**src/rtl/pc_sequencer.sv**
```systemverilog
// Fetch-address sequencer: sequential advance, branch/jump redirects (with a
// one-deep pending slot while stalled), exception/return entry with a timed flush window, and halt.
module pc_sequencer #(
   parameter logic [31:0] RESET_PC     = 32'h00003000,
   parameter logic [31:0] EXC_VEC      = 32'h00004180,
   parameter int unsigned FLUSH_CYCLES = 2
) (
   input  logic        CLK,
   input  logic        Reset,
   input  logic        Stall,
   input  logic        BranchTaken,
   input  logic [31:0] BranchTarget,
   input  logic        JumpValid,
   input  logic [31:0] JumpTarget,
   input  logic        ExcReq,
   input  logic        EretReq,
   input  logic [31:0] Epc,
   input  logic        Halt,
   output logic [31:0] PC,
   output logic        Flush,
   output logic        Pending,
   output logic        AddrErr,
   output logic        Halted,
   output logic [1:0]  State
);

   typedef enum logic [1:0] {
      ST_RUN   = 2'b00,
      ST_FLUSH = 2'b01,
      ST_HALT  = 2'b10
   } state_t;

   localparam logic [1:0] FC_INIT = 2'(FLUSH_CYCLES);

   state_t      state_q, state_d;
   logic [31:0] pc_q, pc_d;
   logic [31:0] ptgt_q, ptgt_d;
   logic [1:0]  cnt_q, cnt_d;
   logic        pend_q, pend_d;
   logic        flush_q, flush_d;
   logic        aerr_q, aerr_d;

   logic        go_s;
   logic        go_trap_s;
   logic [31:0] go_tgt_s;

   // Next-state: pick the winning event, then apply it as a single redirect.
   always_comb begin
      state_d   = state_q;
      pc_d      = pc_q;
      ptgt_d    = ptgt_q;
      cnt_d     = cnt_q;
      pend_d    = pend_q;
      flush_d   = 1'b0;
      aerr_d    = 1'b0;
      go_s      = 1'b0;
      go_trap_s = 1'b0;
      go_tgt_s  = 32'h00000000;

      case (state_q)
         ST_RUN: begin
            if (ExcReq) begin
               go_s      = 1'b1;
               go_trap_s = 1'b1;
               go_tgt_s  = EXC_VEC;
            end else if (EretReq) begin
               go_s      = 1'b1;
               go_trap_s = 1'b1;
               go_tgt_s  = Epc;
            end else if (pend_q) begin
               // Older latched redirect wins; new branch/jump requests are dropped.
               if (!Stall) begin
                  go_s     = 1'b1;
                  go_tgt_s = ptgt_q;
                  pend_d   = 1'b0;
               end else begin
                  pc_d = pc_q;
               end
            end else if (BranchTaken || JumpValid) begin
               if (!Stall) begin
                  go_s     = 1'b1;
                  go_tgt_s = BranchTaken ? BranchTarget : JumpTarget;
               end else begin
                  pend_d = 1'b1;
                  ptgt_d = BranchTaken ? BranchTarget : JumpTarget;
               end
            end else if (Halt) begin
               state_d = ST_HALT;
            end else if (Stall) begin
               pc_d = pc_q;
            end else begin
               pc_d = pc_q + 32'd4;
            end
         end
         ST_FLUSH: begin
            if (ExcReq) begin
               go_s      = 1'b1;
               go_trap_s = 1'b1;
               go_tgt_s  = EXC_VEC;
            end else if (EretReq) begin
               go_s      = 1'b1;
               go_trap_s = 1'b1;
               go_tgt_s  = Epc;
            end else begin
               if (!Stall) begin
                  pc_d = pc_q + 32'd4;
               end else begin
                  pc_d = pc_q;
               end
               cnt_d = cnt_q - 2'd1;
               if (cnt_q <= 2'd1) begin
                  state_d = ST_RUN;
                  cnt_d   = 2'd0;
               end else begin
                  flush_d = 1'b1;
               end
            end
         end
         ST_HALT: begin
            state_d = ST_HALT;
         end
         default: begin
            state_d = ST_RUN;
         end
      endcase

      if (go_s) begin
         if (go_tgt_s[1:0] != 2'b00) begin
            pc_d    = EXC_VEC;
            aerr_d  = 1'b1;
            state_d = ST_FLUSH;
            cnt_d   = FC_INIT;
            pend_d  = 1'b0;
            flush_d = 1'b1;
         end else if (go_trap_s) begin
            pc_d    = go_tgt_s;
            state_d = ST_FLUSH;
            cnt_d   = FC_INIT;
            pend_d  = 1'b0;
            flush_d = 1'b1;
         end else begin
            pc_d    = go_tgt_s;
            flush_d = 1'b1;
         end
      end else begin
         go_trap_s = 1'b0;
      end
   end

   // State register with synchronous reset.
   always_ff @(posedge CLK) begin
      if (Reset) begin
         state_q <= ST_RUN;
         pc_q    <= RESET_PC;
         ptgt_q  <= 32'h00000000;
         cnt_q   <= 2'd0;
         pend_q  <= 1'b0;
         flush_q <= 1'b0;
         aerr_q  <= 1'b0;
      end else begin
         state_q <= state_d;
         pc_q    <= pc_d;
         ptgt_q  <= ptgt_d;
         cnt_q   <= cnt_d;
         pend_q  <= pend_d;
         flush_q <= flush_d;
         aerr_q  <= aerr_d;
      end
   end

   assign PC      = pc_q;
   assign Flush   = flush_q;
   assign Pending = pend_q;
   assign AddrErr = aerr_q;
   assign Halted  = (state_q == ST_HALT);
   assign State   = state_q;

endmodule

```
**config.mk**
```make
export PLATFORM = sky130hd
export DESIGN_NAME = pc_sequencer
export DESIGN_NICKNAME = d
export VERILOG_FILES = /design/src/rtl/pc_sequencer.sv
export SDC_FILE = /design/constraint.sdc
export NUM_CORES = 1
export LEC_CHECK = 0
export CAP_MARGIN = 0
export CORE_ASPECT_RATIO = 1.25
export CORE_MARGIN = 2
export CORE_UTILIZATION = 48
export CTS_BUF_LIST = sky130_fd_sc_hd__clkbuf_8 sky130_fd_sc_hd__clkbuf_16
export CTS_CLUSTER_DIAMETER = 150
export DETAILED_ROUTE_END_ITERATION = 6
export HOLD_SLACK_MARGIN = 0.12
export PLACE_DENSITY = 0.88
export SLEW_MARGIN = 20
export SYNTH_ARGS = -nofsm -noshare
export SYNTH_HDL_FRONTEND = slang
export SYNTH_SLANG_ARGS = --single-unit
```
**constraint.sdc**
```tcl
create_clock -name CLK -period 2.2 [get_ports CLK]
set_input_delay 0.44 -clock CLK [delete_from_list [all_inputs] [get_ports CLK]]
set_output_delay 0.44 -clock CLK [all_outputs]
set_load 0.05 [all_outputs]
```
=== After elaboration in Yosys (flattened, before gate mapping) ===
Index checks and enable logic that the tools add are counted.

* Output and inout port bits: 38
* Memories: 0
* Bits in registers: 71
* Input port bits: 104
* Latch bits: 0
* Bits in writable memories: 0
* ROM bits: 0
* Word-level logic and storage cells: 95

* Divide/modulo/power cells: 0
* Bitwise operators: 4
* Reduce and logical (&&, ||, !) cells: 8
* $add $sub $neg: 2
* $mul: 0
* Equality and inequality tests: 9
* Magnitude comparators: 1
* Multiplexer cells: 64
* Shifts and indexed selects: 0

{| class="wikitable"
|+ Operator list
! cell !! number
|-
| two-way mux 32 bit || 19
|-
| case mux 32 bit (2 select lines) || 2
|-
| two-way mux 2 bit || 18
|-
| adder 32 x 3 -> 32 bit (second input constant) || 1
|-
| two-way mux 1 bit || 23
|-
| inequality test 3 bit (second input constant) || 7
|-
| AND reduction 8 bit || 1
|-
| case mux 2 bit (3 select lines) || 1
|-
| AND reduction 6 bit || 1
|-
| inverter 1 bit || 4
|-
| OR reduction 2 bit || 2
|-
| nonzero test 3 bit || 1
|-
| equality test 2 x 1 -> 1 bit (second input constant) || 1
|-
| equality test 2 bit (second input constant) || 1
|-
| <= comparator 2 x 1 -> 1 bit (second input constant) || 1
|-
| logical NOT 2 bit || 1
|-
| case mux 1 bit (2 select lines) || 1
|-
| nonzero test 2 bit || 1
|-
| subtractor 2 x 1 -> 2 bit (second input constant) || 1
|-
| logical OR 1 bit || 1
|}

=== Logic depth before layout (Yosys ltp) ===
* Depth after elaboration: 10
* Mapped depth: 8
* Gate-level depth less buffers: 6

=== Least setup slack after synthesis ===
OpenSTA, ideal clock, no wires.

* Kind: reg-to-output
* Start: reg state_q[1] (netlist: State[1])
* End: out Halted
* Buffers on the path: 2
* Arrival time: 1.908 ns
* Slack: -0.148 ns
* Stages on the path, launching flop included: 4
* Required time: 1.760 ns
* Path through: dfxtp_1 buf_2 clkbuf_1 nor2b_1

* Word-level cells in the longest chain between the ends: 1

{| class="wikitable"
|+ RTL lines
! what !! RTL line !! RTL
|-
| start: declaration || 35 || <nowiki>state_t state_q, state_d;</nowiki>
|-
| start signal: assignment || 161 || <nowiki>state_q <= state_d;</nowiki>
|-
| equality test 2 bit || 175 || <nowiki>assign Halted = (state_q == ST_HALT);</nowiki>
|-
| end: declaration || 23 || <nowiki>output logic Halted,</nowiki>
|}

No other way between the ends.

=== Worst setup path after layout ===
* Start: in JumpValid
* End: reg pc_q[8] (netlist: PC[8])

* Word-level cells in the longest chain between the ends: 9
* Elaborated cells between the ends (all ways): 23
* Those cells by class: eq/ne: 7; mux: 12; reduce/logical: 4

{| class="wikitable"
|+ RTL lines
! what !! RTL line !! RTL
|-
| start: declaration || 13 || <nowiki>input logic JumpValid,</nowiki>
|-
| logical OR 1 bit (*) || 79 || <nowiki>end else if (BranchTaken || JumpValid) begin</nowiki>
|-
| parallel branches: the longest is 8 deep, another holds AND reduction 8 bit || n/a ||
|-
| end signal: assignment || 162 || <nowiki>pc_q <= pc_d;</nowiki>
|-
| end: declaration || 36 || <nowiki>logic [31:0] pc_q, pc_d;</nowiki>
|}

Mark *: on every way between the ends.
A chain may end at the register's enable or synchronous reset.

==> metrics.cfg <==
[synthesis]
yosys_warnings = 0
synth_area_per_cell_um2 = 8.17
synth_top_cells_by_area = dfxtp_1, mux2i_1, a211oi_1, nor2_1, o21ai_0
synthArstFlopShare_pct = 0
ys_seq_elements = 71
synthesis.area_um2 = 4580
synthCells = 561
synth_seq_area_share_pct = 31.0
yosysMostFrequentCell = dfxtp_1
yosys-top-cells-count = dfxtp_1, nor2_1, nand2_1
yosysTopAreaCell = dfxtp_1
netlist.area_leader.share_pct = 31.0
synth_edf_count = 0
ys.flop_type = dfxtp_1
syn-num-nets = 666
synth.distinct_cells = 71

[drt]
drc = 0
vias = 5307
totalWireLength_mm = 15.8
drt_iter0_markers = 502
postRouteAntennaNets = 0
vias_per_cell = 6.21
dr.pass1.iters = 5
wl_per_cell_um = 18.5

[timing]
maxSlewViolCount = 0
rsz0062_at_grt = no
max-slew-margin-rel_pct = 61.7
skew_ps = 4.84
worst_slack_ps = 65.0
fin_tns_setup_ps = 0
finalCritPeriodShare_pct = 97.0
worst_pin_slew_ps = 569
fmax_mhz = 468
post-route-min-period_ps = 2130
setup_viol = 0
hold_viol_final = 0

[worst_hold_path]
whs_endpoint = PC[0]
hp-class = flop to flop
hp-start = PC[0]
holdPathStages = 1

[critical_path]
worstPathArrival_ps = 2380
r2r_start = Pending
worstPathMaxFanout = 7
cp_slowest_cell = clkdlybuf4s50_1
worstSetupPathType = input pin to flop
crit_chain = clkdlybuf4s50_1 -> nor3_4 -> buf_12 -> buf_4 -> nor4b_2 -> nand2_1 -> a211o_1 -> a311oi_1
worstSetupStartpointType = input pin
cpPeakStageDelay_ps = 530
crit_family = buffers and inverters
rrSetupSlack_ps = 170
crit_buf_inv = 3
rr_worst_depth = 7
crit_required_ps = 2440
cp-end-kind = flop
reg2reg_to = PC[8]

[cts]
clk_latency_ps = 330
htree_levels = 3
cts_tree = done
cts_buffer_depth = 2
clock_sinks = 71
root_buffer = clkbuf_16
cts.reportedPaths.clkPinSlew_ps = 60
cts_made_buffers = 9

[floorplanning]
die_x_um = 91.4
coreArea_um2 = 9220
std_cell_rows = 39
ios = 142
start_util_pct = 49.7
die-area_um2 = 10300
die_y_um = 113

[layout]
diodes = 0
fin_nets = 832
area_delta_synth_final_pct = 48.8
drive_gt1_share_pct = 16.5
multi_input_area_um2 = 2890
fillCellCount = 675
ff_latch_area_um2 = 1430
layout.cells.non_filler = 855
fin_area_um2 = 6810

[grt]
grtUsageTotal_pct = 30.9
grt_start_max_net_pins = 58
grt_overflow = 0
grt_util_met1_pct = 39.7
grt_pass1_wl_mm = 25.8
antenna_found_initial = 0
top_usage_layer = met2
use_met2_pct = 52.8
grtUsageMet3_pct = 3.73
grt_pass1_vias = 5195

[pwr]
p_int_w = 0.00277
total_power_w = 0.00380
comb_power_share_pct = 21.7
p_clk_share_pct = 41.9
leakagePower_nw = 2.52
vdd_drop_max_mv = 0.402
p_sw_w = 0.00103
swShare_pct = 27.2
power.density_nw_per_um2 = 558
seqPwrFrac_pct = 36.4

[place]
dp.cells = 838
place_ws_ps = -230
gp_congestion = 0.961
postPlaceCellArea_um2 = 6460
dp_hpwl_mm = 12.0
port_buffers = 141

[run]
cap_violations = 0

[status]
status = completed

[cells in the final DEF (no fill, tap or decap), types with 13 or more instances in the layout]
cell type / n
a22o_1: 18
clkdlybuf4s50_1: 133
mux2i_1: 34
nand3_1: 19
a211oi_1: 36
nor3_1: 13
o21ai_0: 37
a21oi_1: 15
buf_4: 59
nand2_1: 49
nor2_1: 62
dfxtp_1: 67
[sequential cells by signal, indices dropped and copies added (netlist names)]
name,flops
PC,32
Pending,1
ptgt_q,32
Flush,1
cnt_q,2
State,2
AddrErr,1
[worst max-delay path by stage]
stage,startpoint,endpoint,slack [ps],depth (start not counted)
final,JumpValid,PC[8],70,8
after CTS,PC[9],PC[9],30,1
after floorplan,PC[16],PC[29],60,7
after global routing,EretReq,PC[16],0.7,9
after detailed placement,JumpValid,PC[22],-230,7
after global placement,EretReq,PC[8],-180,7
[stage by stage]
step	util (%)	hold WS, ps
3_5_place_dp	70.1	470
6_report	73.9	484
4_1_cts	73.6	482
5_1_grt	73.9	491
2_1_floorplan	-	440
3_3_place_gp	70.1	453
[power groups by stage]
stage / registers [W] / clock network, W / logic [W]
after detailed placement: 0.00141 / 0 / 0.000805
after floorplan: 0.00148 / 0 / 0.000322
after global routing: 0.00139 / 0.00166 / 0.000875
final: 0.00138 / 0.00159 / 0.000823
after global placement: 0.00141 / 0 / 0.000791
after CTS: 0.00138 / 0.00159 / 0.000812
[logic make-up (layout without fill, tap and decap cells)]
family                     Yosys count  count (layout)  share of synthesized area [%]
and+or+nand+nor                    210             210                           25.3
adders and majority gates            1               1                          0.273
AOI/OAI and AO/OA                  184             184                           28.7
DFF                                 71              71                           31.0
muxes                               38              38                           8.41
buffers and inverters               55             226                           5.90
xor gates and xnor gates             2               2                          0.382
[layer usage]
| metal | share of wire (%) | vias to the layer above | wire length [um] |
|---|---|---|---|
| met3 | 6.4 | 47 | 1020 |
| li1 | - | 2508 | - |
| met2 | 51 | 289 | 8060 |
| met4 | 2.9 | 0 | 460 |
| met5 | 0 | - | 0 |
| met1 | 40 | 2463 | 6300 |
[repair_timing]
action                                  4_1_cts  5_1_grt
setup buffers                                 0        1
resized for setup                             0        3
endpoints found under the setup margin        0        3
hold buffers                                  0        0
[cell type report]
| class | instances | area share [%] |
|---|---|---|
| Inverter | 5 | 0.275 |
| Multi-Input combinational cell | 435 | 42.5 |
| Tap cell | 123 | 2.26 |
| Timing Repair Buffer | 205 | 29.3 |
| Clock inverter | 6 | 1.25 |
| Clock buffer | 10 | 3.51 |
| Sequential cell | 71 | 20.9 |
(Power assumes the default switching activity.)
